--- src/rtl/hps_fifo_wr_ctrl_if.sv ---
// hps_fifo_wr_ctrl_if: Avalon-MM slave bus plus external FIFO write port
interface hps_fifo_wr_ctrl_if #(
    parameter int DATA_W = 32
) ();
    logic [1:0]        address;
    logic              chipselect;
    logic              write_n;
    logic [31:0]       writedata;
    logic [31:0]       readdata;
    logic              irq;
    logic              fifo_wrfull;
    logic              fifo_wrreq;
    logic [DATA_W-1:0] fifo_data;

    modport slave (
        input  address, chipselect, write_n, writedata, fifo_wrfull,
        output readdata, irq, fifo_wrreq, fifo_data
    );

    modport master (
        output address, chipselect, write_n, writedata, fifo_wrfull,
        input  readdata, irq, fifo_wrreq, fifo_data
    );
endinterface

--- src/rtl/hps_fifo_wr_ctrl.sv ---
// hps_fifo_wr_ctrl: stages HPS writes in a small buffer and drains them into a write-side FIFO
module hps_fifo_wr_ctrl #(
    parameter int DATA_W = 32,
    parameter int DEPTH  = 8,
    parameter int PTR_W  = 3
) (
    input  logic                clk,
    input  logic                reset_n,
    hps_fifo_wr_ctrl_if.slave   bus
);
    typedef enum logic [1:0] {IDLE = 2'd0, WRITE = 2'd1, GAP = 2'd2} state_t;

    localparam logic [PTR_W:0] L_DEPTH = (PTR_W+1)'(DEPTH);
    localparam logic [PTR_W:0] L_ONE   = (PTR_W+1)'(1);

    state_t            r_state;
    state_t            w_next;
    logic [DATA_W-1:0] r_mem [DEPTH];
    logic [PTR_W:0]    r_count;
    logic [PTR_W-1:0]  r_wr_ptr;
    logic [PTR_W-1:0]  r_rd_ptr;
    logic              r_drain_en;
    logic [2:0]        r_irq_mask;
    logic [2:0]        r_edge;
    logic              r_wrfull_d1;
    logic              r_irq;
    logic [31:0]       r_readdata;
    logic              r_fifo_wrreq;
    logic [DATA_W-1:0] r_fifo_data;

    logic              w_wr;
    logic              w_push;
    logic              w_push_ok;
    logic              w_flush;
    logic              w_clear;
    logic              w_pop;
    logic              w_go;
    logic              w_empty;
    logic              w_full;
    logic [2:0]        w_events;
    logic [31:0]       w_rdata;

    assign w_wr      = bus.chipselect & ~bus.write_n;
    assign w_push    = w_wr & (bus.address == 2'd0);
    assign w_flush   = w_wr & (bus.address == 2'd1) & bus.writedata[1];
    assign w_clear   = w_wr & (bus.address == 2'd3);
    assign w_empty   = (r_count == '0);
    assign w_full    = (r_count == L_DEPTH);
    // occupancy is judged before this cycle's pop, so a full buffer drops the word even while draining
    assign w_push_ok = w_push & ~w_full & ~w_flush;
    assign w_pop     = (r_state == WRITE) & ~w_empty;
    // a flush in the deciding cycle empties the buffer, so no new WRITE may start on stale contents
    assign w_go      = r_drain_en & ~w_empty & ~bus.fifo_wrfull & ~w_flush;
    assign w_events  = {w_pop & (r_count == L_ONE) & ~w_push_ok & ~w_flush,
                        bus.fifo_wrfull & ~r_wrfull_d1,
                        w_push & w_full & ~w_flush};

    // drain FSM next state: every WRITE is followed by a GAP so the FIFO can update wrfull
    always_comb begin
        w_next = r_state;
        case (r_state)
            IDLE:    w_next = w_go ? WRITE : IDLE;
            WRITE:   w_next = GAP;
            GAP:     w_next = w_go ? WRITE : IDLE;
            default: w_next = IDLE;
        endcase
    end

    // register read mux, sampled into readdata every cycle
    always_comb begin
        w_rdata = '0;
        case (bus.address)
            2'd0:    w_rdata = {18'b0, r_state, 1'b0, bus.fifo_wrfull, w_full, w_empty, 8'(r_count)};
            2'd1:    w_rdata = {31'b0, r_drain_en};
            2'd2:    w_rdata = {29'b0, r_irq_mask};
            default: w_rdata = {29'b0, r_edge};
        endcase
    end

    // FSM state register
    always_ff @(posedge clk or negedge reset_n) begin
        if (!reset_n) r_state <= IDLE;
        else          r_state <= w_next;
    end

    // staging buffer storage; contents are don't-care while count is zero
    always_ff @(posedge clk) begin
        if (w_push_ok) r_mem[r_wr_ptr] <= bus.writedata[DATA_W-1:0];
    end

    // buffer pointers and occupancy; flush overrides any push or pop this cycle
    always_ff @(posedge clk or negedge reset_n) begin
        if (!reset_n) begin
            r_count  <= '0;
            r_wr_ptr <= '0;
            r_rd_ptr <= '0;
        end else if (w_flush) begin
            r_count  <= '0;
            r_wr_ptr <= '0;
            r_rd_ptr <= '0;
        end else begin
            r_count  <= r_count + {{PTR_W{1'b0}}, w_push_ok} - {{PTR_W{1'b0}}, w_pop};
            r_wr_ptr <= r_wr_ptr + {{(PTR_W-1){1'b0}}, w_push_ok};
            r_rd_ptr <= r_rd_ptr + {{(PTR_W-1){1'b0}}, w_pop};
        end
    end

    // control/mask registers, edge capture (clear dominates set) and registered irq
    always_ff @(posedge clk or negedge reset_n) begin
        if (!reset_n) begin
            r_drain_en  <= 1'b0;
            r_irq_mask  <= '0;
            r_edge      <= '0;
            r_wrfull_d1 <= 1'b0;
            r_irq       <= 1'b0;
            r_readdata  <= '0;
        end else begin
            if (w_wr && bus.address == 2'd1) r_drain_en <= bus.writedata[0];
            if (w_wr && bus.address == 2'd2) r_irq_mask <= bus.writedata[2:0];
            r_edge      <= w_clear ? 3'b0 : (r_edge | w_events);
            r_wrfull_d1 <= bus.fifo_wrfull;
            r_irq       <= |(r_edge & r_irq_mask);
            r_readdata  <= w_rdata;
        end
    end

    // FIFO write port, registered so wrreq and data are stable for the whole WRITE cycle
    always_ff @(posedge clk or negedge reset_n) begin
        if (!reset_n) begin
            r_fifo_wrreq <= 1'b0;
            r_fifo_data  <= '0;
        end else begin
            r_fifo_wrreq <= (w_next == WRITE);
            if (w_next == WRITE) r_fifo_data <= r_mem[r_rd_ptr];
        end
    end

    assign bus.readdata   = r_readdata;
    assign bus.irq        = r_irq;
    assign bus.fifo_wrreq = r_fifo_wrreq;
    assign bus.fifo_data  = r_fifo_data;
endmodule

--- src/flat_wrapper.sv ---
// flat-port wrapper written by rule: the top's interface ports become plain ports
module hps_fifo_wr_ctrl_flat 
#(
    parameter int DATA_W = 32,
    parameter int DEPTH  = 8,
    parameter int PTR_W  = 3
)
  (clk, reset_n, bus_address, bus_chipselect, bus_write_n, bus_writedata, bus_fifo_wrfull, bus_readdata, bus_irq, bus_fifo_wrreq, bus_fifo_data);
  hps_fifo_wr_ctrl_if #(.DATA_W(DATA_W)) bus_i ();
  input  logic clk;
  input  logic reset_n;
  input wire logic [$bits(bus_i.address)-1:0] bus_address;
  input wire logic [$bits(bus_i.chipselect)-1:0] bus_chipselect;
  input wire logic [$bits(bus_i.write_n)-1:0] bus_write_n;
  input wire logic [$bits(bus_i.writedata)-1:0] bus_writedata;
  input wire logic [$bits(bus_i.fifo_wrfull)-1:0] bus_fifo_wrfull;
  output wire logic [$bits(bus_i.readdata)-1:0] bus_readdata;
  output wire logic [$bits(bus_i.irq)-1:0] bus_irq;
  output wire logic [$bits(bus_i.fifo_wrreq)-1:0] bus_fifo_wrreq;
  output wire logic [$bits(bus_i.fifo_data)-1:0] bus_fifo_data;
  assign bus_i.address = bus_address;
  assign bus_i.chipselect = bus_chipselect;
  assign bus_i.write_n = bus_write_n;
  assign bus_i.writedata = bus_writedata;
  assign bus_i.fifo_wrfull = bus_fifo_wrfull;
  assign bus_readdata = bus_i.readdata;
  assign bus_irq = bus_i.irq;
  assign bus_fifo_wrreq = bus_i.fifo_wrreq;
  assign bus_fifo_data = bus_i.fifo_data;
  hps_fifo_wr_ctrl #(.DATA_W(DATA_W), .DEPTH(DEPTH), .PTR_W(PTR_W)) u_core (.clk(clk), .reset_n(reset_n), .bus(bus_i));
endmodule
--- config.mk ---
export PLATFORM = sky130hd
export DESIGN_NAME = hps_fifo_wr_ctrl_flat
export DESIGN_NICKNAME = d
export VERILOG_FILES = /design/src/rtl/hps_fifo_wr_ctrl_if.sv /design/src/rtl/hps_fifo_wr_ctrl.sv /design/src/flat_wrapper.sv
export SDC_FILE = /design/constraint.sdc
export NUM_CORES = 1
export LEC_CHECK = 0
export CAP_MARGIN = 20
export CORE_MARGIN = 3
export CORE_UTILIZATION = 25
export CTS_CLUSTER_DIAMETER = 50
export DETAILED_ROUTE_END_ITERATION = 6
export GPL_TIMING_DRIVEN = 1
export PLACE_DENSITY = 0.52
export SYNTH_ARGS = -nofsm -noshare
export SYNTH_HDL_FRONTEND = slang
export SYNTH_SLANG_ARGS = --single-unit
--- constraint.sdc ---
create_clock -name clk -period 3.88 [get_ports clk]
set_input_delay 0.582 -clock clk [delete_from_list [all_inputs] [get_ports clk]]
set_output_delay 0.582 -clock clk [all_outputs]
set_load 0.03 [all_outputs]
==> impl_results.md, run 1 <==
* Outcome: completed
* Crit path time final at 2.681 ns
* Fillcell total at 4688
* Comb pwr share at 25.1%
* Worst endpoint data arrival time at 2.90 ns
* Worst ir drop on vdd at 308.2 µV
* Placed cell count at 1342
* MaxCap Viol Count at 0
* Setup bufs post-CTS at 0
* GRT overflow at 0
* Metal2 WL at 12.41 mm
* Yosys top cell area share at 62.44%
* Worst-path cell chain: clkdlybuf4s50_1, nor4b_2, a21boi_2, nand2_1, nor2_4, buf_4
* Vias in the first global route at 6255
* Hold_buf cts at 0
* CP max stage delay at 0.57 ns
* RSZ-0062 raised after global routing: false
* CTS Sinks at 319
* Worst-path maximum fanout at 13
* Worst-Skew Late Latency at 0.53 ns
* Initial antenna violation count at 2
* Pwr per Cell Area at 693.7 mW/mm²
* CP top delay family: simple AND/OR/NAND/NOR gates
* Worst path bufs/invs at 2
* Fin crit share at 69.10%
* CTS tree: built
* Synth Warn # at 0
* DRC at 0
* Crit. End Element: register
* Clock Path Buffers at 3
* CP required at 4.10 ns
* Hold Vio Cnt, Final at 0
* Io pins at 105
* TritonCTS Buffers at 37
* Synth area leaders: edfxtp_1 (62%), dfrtp_1 (13%), mux4_2 (12%)
* Root Buffer: clkbuf_16
* Clk slew on worst S/H paths at 0.06 ns
* Worst Setup Slack, final at 1.199 ns
* Die Y at 227.9 µm
* Slowest cell on crit path: clkdlybuf4s50_1
* Worst clock skew at 0.01611 ns
* Setup violators final at 0
* Routed wl met3 at 1.384 mm
* Nature of the critical path startpoint: primary input
* Die width at 227.9 µm
* Crit path kind: primary input to register
* Int Pwr at 7372 µW
* Place WS at 0.5927 ns
* Reg area at 0.009273 mm²
* Tightest Hold Check Type: primary input to asynchronous set/reset pin
* Dominant cell type by area after synthesis: edfxtp_1
* Max frequency at 373.0 MHz
* Footprint of the multi-input gates at 0.002855 mm²
* Commonest non-fill, non-tap cell in the layout: edfxtp_1
* H-tree Lvls at 2
* Layout overhead on the synthesized area at 23.06%
* Max-slew headroom at 28.93%
* WL per Instance at 18.78 µm
* Clock power frac at 32.1%
* Initial Utilization at 25.57%
* Placer Congestion at 0.7077
* Switching Fraction at 29.86%
* Drt first pass iters at 4
* Leak at 0.005053 µW
* NetSw at 3139 µW
* Synthesized instance count at 617
* M1 WL at 12.11 mm
* Global-route wire length before repair at 40.50 mm
* Via density at 4.136
* Site Rows at 80
* CTS resizes at 0
* Final instance area at 0.01515 mm²
* # nets final at 773
* Sequential area share after synthesis at 75.24%
* Setup TNS at 0 ns
* Syn Area/Cell at 19.95 µm²
* Starting DRT DRC Count at 359
* Top sig layer: met5
* Antenna Violating Nets Remaining at 0
* Port Buffer Count at 81
* Commonest cells after routing, fill and taps aside: edfxtp_1 (256), clkdlybuf4s50_1 (80), mux4_2 (65), dfrtp_1 (60), nor2_1 (43)
* Hpwl dp at 16.30 mm
* Synth unique cells at 38
* Worst Max-Slew Pin Slew at 1.066 ns
* Non-Filler Instances at 1410
* # diodes at 0
* Vias post-DR at 5832
* Gr usage total at 10.23%
* Core area at 0.04815 mm²
* Area post-placement at 0.01396 mm²
* Final WL at 26.48 mm
* Share of cells above drive strength 1 at 21.49%
* Part of the power in registers at 42.8%
* Synth Cell Area at 0.01231 mm²
* Final slew viol count at 0
* Largest net degree at the start of global routing at 66
* Seq cells post-synth at 319
* DIE AREA at 0.05195 mm²
-- metrics by stage --
stage                     total power [µW]  hold slack, ns  util, %
after floorplan                       6293          0.2864        -
after global placement                7278          0.4637    29.00
after detailed placement              7284          0.4643    29.00
after CTS                            10730          0.2251    31.47
after global routing                 11090          0.2677    31.47
final                                10510          0.1939    31.47
-- cells in the mapped netlist --
| library cell | instances |
|---|---|
| inv_1 | 6 |
| a21o_1 | 1 |
| mux2i_1 | 32 |
| and4bb_4 | 1 |
| a21boi_2 | 1 |
| and2_1 | 11 |
| nor4b_1 | 1 |
| nor4b_2 | 1 |
| nor3_1 | 3 |
| and4b_1 | 1 |
| buf_2 | 7 |
| mux2_2 | 6 |
| a211oi_2 | 1 |
| a22o_1 | 2 |
| a211oi_1 | 1 |
| nand2b_1 | 4 |
| buf_1 | 1 |
| buf_4 | 33 |
| mux4_2 | 65 |
| or3_1 | 1 |
| a21oi_2 | 7 |
| or3b_1 | 1 |
| a222oi_1 | 1 |
| buf_6 | 1 |
| xnor2_1 | 5 |
| nand2_1 | 5 |
| ha_1 | 8 |
| fa_1 | 1 |
| a31oi_1 | 2 |
| and3_1 | 1 |
| edfxtp_1 | 256 |
| nor2_1 | 49 |
| nor3b_1 | 1 |
| and4bb_2 | 1 |
| dfrtp_1 | 63 |
| a21oi_1 | 27 |
| clkbuf_1 | 8 |
| conb_1 | 1 |
-- kinds of logic after synthesis --
group	synth area share, %
buf+inv	2.845
fa+ha+maj	0.9756
other cells	0.03046
compound gates	2.236
mux	15.04
xor+xnor	0.3557
simple gates	3.272
flops	75.24
-- path summary, 6_finish.rpt --
path,end,depth (start not counted),slack [ns],startpoint
max,u_core.r_mem[5][13]$_DFFE_PP_,6,1.20,bus_address[1]
min,u_core.bus.fifo_data[4]$_DFFE_PN0P_,1,0.19,reset_n
max reg2reg,u_core.r_count[2]$_DFF_PN0_,9,1.31,u_core.r_count[2]$_DFF_PN0_
min reg2reg,u_core.bus.readdata[13]$_DFF_PN0_,1,0.48,u_core.r_state[1]$_DFF_PN0_
max in group asynchronous,u_core.r_rd_ptr[0]$_DFF_PN0_,1,2.97,reset_n
min in group clk,u_core.bus.readdata[13]$_DFF_PN0_,1,0.48,u_core.r_state[1]$_DFF_PN0_
-- final cells by class --
cell class / count / share of cell area, %
clock buffer: 54 / 6.945
clock inverter: 14 / 0.9002
inverter: 6 / 0.1486
multi-input combinational: 264 / 18.85
sequential: 319 / 61.20
tap: 656 / 5.417
timing repair buffer: 97 / 6.541
-- flip-flops by register name (all words and copies together) (netlist names) --
signal	flops
u_core.r_mem	256
u_core.bus.fifo_data	32
u_core.bus.readdata	9
u_core.r_count	4
u_core.r_edge	3
u_core.r_irq_mask	3
u_core.r_rd_ptr	3
u_core.r_wr_ptr	3
u_core.r_state	2
u_core.bus.fifo_wrreq	1
u_core.bus.irq	1
u_core.r_drain_en	1
u_core.r_wrfull_d1	1
-- power by group through the flow --
stage	Sequential (µW)	Clock, µW	Combinational, µW
5_1_grt	4570	3640	2870
6_report	4500	3380	2630
3_5_place_dp	4590	0	2690
4_1_cts	4530	3500	2710
3_3_place_gp	4590	0	2680
2_1_floorplan	4590	0	1700
-- metal layers --
layer	GRT usage [%]	vias to the layer above
met5	0	-
met4	2.743	4
met3	3.069	46
met2	16.28	133
met1	13.69	3038
li1	-	2611
No activity file was read; power rests on OpenSTA's default activity.
==> inputs of run 2 (changes only) <==
==> constraint.sdc (replaced) <==
create_clock -name clk -period 2.5 [get_ports clk]
set_input_delay 0.375 -clock clk [delete_from_list [all_inputs] [get_ports clk]]
set_output_delay 0.375 -clock clk [all_outputs]
set_load 0.03 [all_outputs]
==> impl_results.md, run 2 (synthesis gave the netlist of run 1 again) <==
* Root Buffer: clkbuf_16
* Footprint of the multi-input gates at 0.002855 mm²
* Via density at 4.105
* Commonest cells after routing, fill and taps aside: edfxtp_1 (256), clkdlybuf4s50_1 (80), mux4_2 (65), dfrtp_1 (60), nor2_1 (43)
* CP top delay family: adder cells
* Setup violators final at 0
* Slowest cell on crit path: fa_1
* Final WL at 25.75 mm
* MaxCap Viol Count at 0
* Initial Utilization at 25.57%
* Fillcell total at 4639
* Final Util at 32.07%
* Worst path bufs/invs at 1
* Gr usage total at 9.946%
* Final slew viol count at 0
* Worst-Skew Late Latency at 0.52 ns
* Largest net degree at the start of global routing at 66
* Worst ir drop on vdd at 479.3 µV
* Crit path kind: register to register
* Fin crit share at 86.48%
* Worst-path maximum fanout at 3
* Outcome: completed
* Drt first pass iters at 4
* Max frequency at 462.6 MHz
* Site Rows at 80
* Worst-path cell chain: inv_1, ha_1, nor3b_1, or3_1, nand2_1, ha_1, fa_1, xnor2_1, nor2_1
* # diodes at 0
* Global-route wire length before repair at 39.79 mm
* RSZ-0062 raised after global routing: false
* DRC at 0
* Worst endpoint data arrival time at 2.55 ns
* Largest register by flop count: u_core.r_mem
* Crit path time final at 2.162 ns
* Hold_buf cts at 1
* Clock Path Buffers at 3
* TritonCTS Buffers at 36
* Crit. End Element: register
* Hold Vio Cnt, Final at 0
* Io pins at 105
* Initial antenna violation count at 0
* Vias in the first global route at 6370
* Max-slew headroom at 59.07%
* CP max stage delay at 0.41 ns
* CP required at 2.89 ns
* Pwr Total at 16230 µW
* Most common cell on crit path: ha_1
* Placer Congestion at 0.6942
* Vias post-DR at 5887
* Clk slew on worst S/H paths at 0.06 ns
* Area post-placement at 0.01431 mm²
* Final instance area at 0.01544 mm²
* Die Y at 227.9 µm
* Die width at 227.9 µm
* H-tree Lvls at 2
* Port Buffer Count at 81
* Antenna Violating Nets Remaining at 0
* Max reg flops at 256
* Worst Max-Slew Pin Slew at 0.6140 ns
* CTS Sinks at 319
* Share of cells above drive strength 1 at 24.29%
* CTS tree: built
* # nets final at 801
* DIE AREA at 0.05195 mm²
* WL per Instance at 17.96 µm
* Setup bufs post-CTS at 0
* Reg area at 0.009273 mm²
* Layout overhead on the synthesized area at 25.43%
* Tightest Hold Check Type: primary input to register
* Core area at 0.04815 mm²
* Commonest non-fill, non-tap cell in the layout: edfxtp_1
* Pwr per Cell Area at 1051 mW/mm²
* Nature of the critical path startpoint: register
* Worst clock skew at 0.02139 ns
* Leak at 0.005194 µW
* Setup TNS at 0 ns
* Hpwl dp at 16.75 mm
* GRT overflow at 0
* CTS resizes at 0
* Starting DRT DRC Count at 311
run 2: changes by cell type in the layout (fill, tap and decap cells not counted), moves of 2 or more:
| cell | before | now |
|---|---|---|
| buf_12 | 5 | 16 |
| buf_4 | 12 | 29 |
| clkbuf_1 | 13 | 7 |
| clkbuf_16 | 39 | 37 |
| clkinv_1 | 4 | 6 |
| clkinvlp_4 | 0 | 2 |
| inv_6 | 2 | 4 |
run 2: final cells by class:
cell class / instances / share of cell area [%]
Clock buffer: 45 / 6.255
Clock inverter: 18 / 1.013
Inverter: 6 / 0.1458
Multi-Input combinational cell: 264 / 18.49
Sequential cell: 319 / 60.05
Tap cell: 656 / 5.315
Timing Repair Buffer: 126 / 8.734
run 2: report_power, final:
group,switching (µW),internal (µW),leakage [µW]
Combinational,2330,2190,0.00161
Sequential,457,6230,0.00304
Clock,2060,2960,0.000543
Total,4850,11400,0.00519
run 2: metrics by stage:
step	setup slack, ns	cells	hold slack (ns)
2_1_floorplan	-0.5078	639	0.07941
3_3_place_gp	-0.03422	1370	0.4316
3_5_place_dp	-0.04628	1370	0.4420
4_1_cts	0.3146	1434	0.3768
5_1_grt	0.1459	1434	0.3977
6_report	0.3381	1434	0.4101
run 2: routing by layer:
layer  share of wire (%)  up-vias  global-route usage, %  routed length [µm]
li1                    -     2673                      -                   -
met2                  48      133                  16.05               12240
met4                 1.9        0                  2.664                 479
met5                   0        -                      0                   0
met3                 4.1       39                  2.146                1053
met1                  47     3042                  13.65               11980
run 2: worst reg2reg max path, cell delays in order, from the launching register on:
cell and delay (ns):
dfrtp_1 0.39, inv_1 0.11, ha_1 0.17, nor3b_1 0.24, or3_1 0.22, nand2_1 0.08, ha_1 0.22, fa_1 0.41
xnor2_1 0.16, nor2_1 0.05
run 2: final timing paths:
path,from,endpoint,slack [ns],cells after the start
min in group asynchronous,reset_n,u_core.bus.fifo_data[16]$_DFFE_PN0P_,0.42,2
worst min register to register,u_core.r_state[1]$_DFF_PN0_,u_core.bus.readdata[13]$_DFF_PN0_,0.50,1
max in group asynchronous,reset_n,u_core.bus.fifo_data[10]$_DFFE_PN0P_,1.46,3
worst max-delay path,u_core.r_count[2]$_DFF_PN0_,u_core.r_count[2]$_DFF_PN0_,0.34,9
worst max register to register,u_core.r_count[2]$_DFF_PN0_,u_core.r_count[2]$_DFF_PN0_,0.34,9
worst min-delay path,bus_fifo_wrfull,u_core.r_wrfull_d1$_DFF_PN0_,0.41,1
==> inputs of run 3 (changes only) <==
--- a/config.mk
+++ b/config.mk
@@ -7,11 +7,12 @@
 export LEC_CHECK = 0
 export CAP_MARGIN = 20
 export CORE_MARGIN = 3
-export CORE_UTILIZATION = 25
+export CORE_UTILIZATION = 23
 export CTS_CLUSTER_DIAMETER = 50
 export DETAILED_ROUTE_END_ITERATION = 6
 export GPL_TIMING_DRIVEN = 1
-export PLACE_DENSITY = 0.52
+export PLACE_DENSITY = 0.5
 export SYNTH_ARGS = -nofsm -noshare
 export SYNTH_HDL_FRONTEND = slang
 export SYNTH_SLANG_ARGS = --single-unit
+export TNS_END_PERCENT = 30
==> constraint.sdc (replaced) <==
create_clock -name clk -period 2 [get_ports clk]
set_input_delay 0.3 -clock clk [delete_from_list [all_inputs] [get_ports clk]]
set_output_delay 0.3 -clock clk [all_outputs]
set_load 0.03 [all_outputs]
==> impl_results.md, run 3 (synthesis gave the netlist of run 1 again) <==
* Outcome: complete, but fails checks
* Failing checks: setup timing
* Worst-Skew Late Latency at 0.53 ns
* Max frequency at 497.2 MHz
* Placer Congestion at 0.6994
* Reg area at 0.009273 mm²
* Core area at 0.05276 mm²
* Port Buffer Count at 81
* GRT overflow at 0
* Worst-path cell chain: inv_2, buf_6, ha_4, a21boi_4, buf_6, nand2b_4, buf_12, nor2_4, buf_12, clkbuf_16
* Io pins at 105
* Pwr per Cell Area at 1286 mW/mm²
* Drt first pass iters at 4
* RSZ-0062 raised after global routing: true
* MaxCap Viol Count at 0
* Gr usage total at 9.573%
* Largest net degree at the start of global routing at 39
* Fillcell total at 5155
* Die Y at 237.4 µm
* Setup violators final at 12
* Worst ir drop on vdd at 745.3 µV
* Area post-placement at 0.01464 mm²
* CP required at 2.24 ns
* Die width at 237.4 µm
* Final Util at 30.62%
* Via density at 3.994
* CTS tree: built
* Place WS at -0.5054 ns
* Initial Utilization at 23.34%
* Site Rows at 84
* Worst Setup Slack, final at -0.01123 ns
* Max reg flops at 256
* Worst path bufs/invs at 6
* Initial antenna violation count at 0
* Layout overhead on the synthesized area at 31.20%
* Final instance area at 0.01615 mm²
* Worst endpoint data arrival time at 2.25 ns
* Clk slew on worst S/H paths at 0.06 ns
* Fin crit share at 100.6%
* DRC at 0
* WL per Instance at 18.05 µm
* Hold Vio Cnt, Final at 0
* Commonest cells after routing, fill and taps aside: edfxtp_1 (256), clkdlybuf4s50_1 (79), mux4_2 (65), dfrtp_1 (60), buf_4 (50)
* Pwr Total at 20780 µW
* Hpwl dp at 17.66 mm
* Reg2reg path depth at 10
* Nature of the critical path startpoint: register
* TritonCTS Buffers at 36
* Final slew viol count at 0
* Final WL at 27.37 mm
* Slowest cell on crit path: dfrtp_1
* Largest register by flop count: u_core.r_mem
* Leak at 0.005526 µW
* Worst-path maximum fanout at 6
* Share of cells above drive strength 1 at 29.75%
* CP top delay family: buffers and inverters
* Root Buffer: clkbuf_16
* Worst clock skew at 0.02241 ns
* Footprint of the multi-input gates at 0.002938 mm²
* Starting DRT DRC Count at 384
* Vias in the first global route at 6509
* CTS Sinks at 319
* Crit path time final at 2.011 ns
* CP Depth at 10
* DIE AREA at 0.05634 mm²
* # nets final at 847
* Crit path kind: register to register
* Tightest Hold Check Type: primary input to asynchronous set/reset pin
* Global-route wire length before repair at 41.05 mm
* H-tree Lvls at 2
* CP max stage delay at 0.36 ns
* Max-slew headroom at 66.77%
* Placed cell count at 1425
* Non-Filler Instances at 1516
* Vias post-DR at 6055
* Antenna Violating Nets Remaining at 0
* Commonest non-fill, non-tap cell in the layout: edfxtp_1
* Worst Max-Slew Pin Slew at 0.4969 ns
* Crit. End Element: register
* Clock Path Buffers at 3
run 3: changes by cell type in the layout (fill, tap and decap cells not counted), sizes merged:
cell,previous run,this run
buf,45,85
clkbuf,45,57
bufinv,2,0
clkdlybuf4s50,80,79
clkinvlp,2,1
diode,0,1
dlymetal6s2s,0,1
run 3: routing by layer:
| metal | share of wire [%] | vias to the layer above | wire, µm | global-route usage (%) |
|---|---|---|---|---|
| met5 | 0 | - | 0 | 0 |
| met4 | 1.8 | 0 | 482 | 2.581 |
| met3 | 4.9 | 39 | 1351 | 2.181 |
| met2 | 47 | 134 | 12870 | 15.28 |
| met1 | 46 | 3114 | 12660 | 13.21 |
| li1 | - | 2768 | - | - |
run 3: power by group:
| group | leakage, µW | internal, µW | total, µW | switching [µW] |
|---|---|---|---|---|
| Combinational | 0.00195 | 3210 | 6320 | 3110 |
| Clock | 0.000532 | 3530 | 6140 | 2610 |
| Sequential | 0.00304 | 7790 | 8310 | 519 |
run 3: final timing paths:
path / from / to / slack, ns
worst max-delay path: u_core.r_count[2]$_DFF_PN0_ / u_core.r_mem[6][9]$_DFFE_PP_ / -0.01
worst min-delay path: reset_n / u_core.bus.fifo_data[3]$_DFFE_PN0P_ / 0.14
worst max register to register: u_core.r_count[2]$_DFF_PN0_ / u_core.r_mem[6][9]$_DFFE_PP_ / -0.01
worst min register to register: u_core.r_state[1]$_DFF_PN0_ / u_core.bus.readdata[13]$_DFF_PN0_ / 0.47
max in group asynchronous: reset_n / u_core.bus.fifo_data[16]$_DFFE_PN0P_ / 1.33
min in group clk: bus_address[0] / u_core.bus.readdata[3]$_DFF_PN0_ / 0.22
run 3: stage by stage:
step,hold WS (ns),setup TNS (ns)
floorplan,0.004409,-34.56
global placement,0.1310,-114.99
detailed placement,0.1346,-113.53
CTS,0.1043,-0.5646
global route,0.1146,-4.343
finish,0.1396,-0.07385
run 3: what timing repair did:
| item | 4_1_cts | 5_1_grt |
|---|---|---|
| cloned | 0 | 7 |
| hold buffers | 1 | 0 |
| hold endpoints to repair | 63 | 0 |
| endpoints found under the setup margin | 150 | 202 |
| buffers inserted | 4 | 13 |
| pin swaps | 5 | 11 |
| gates resized for setup | 9 | 15 |
run 3: cell type report:
class	count	share of cell area, %
antenna	1	0.01549
clock buffer	51	6.189
clock inverter	15	0.6274
inverter	6	0.1394
multi-input combinational	264	18.19
sequential	319	57.41
tap	688	5.329
timing repair buffer	172	12.11
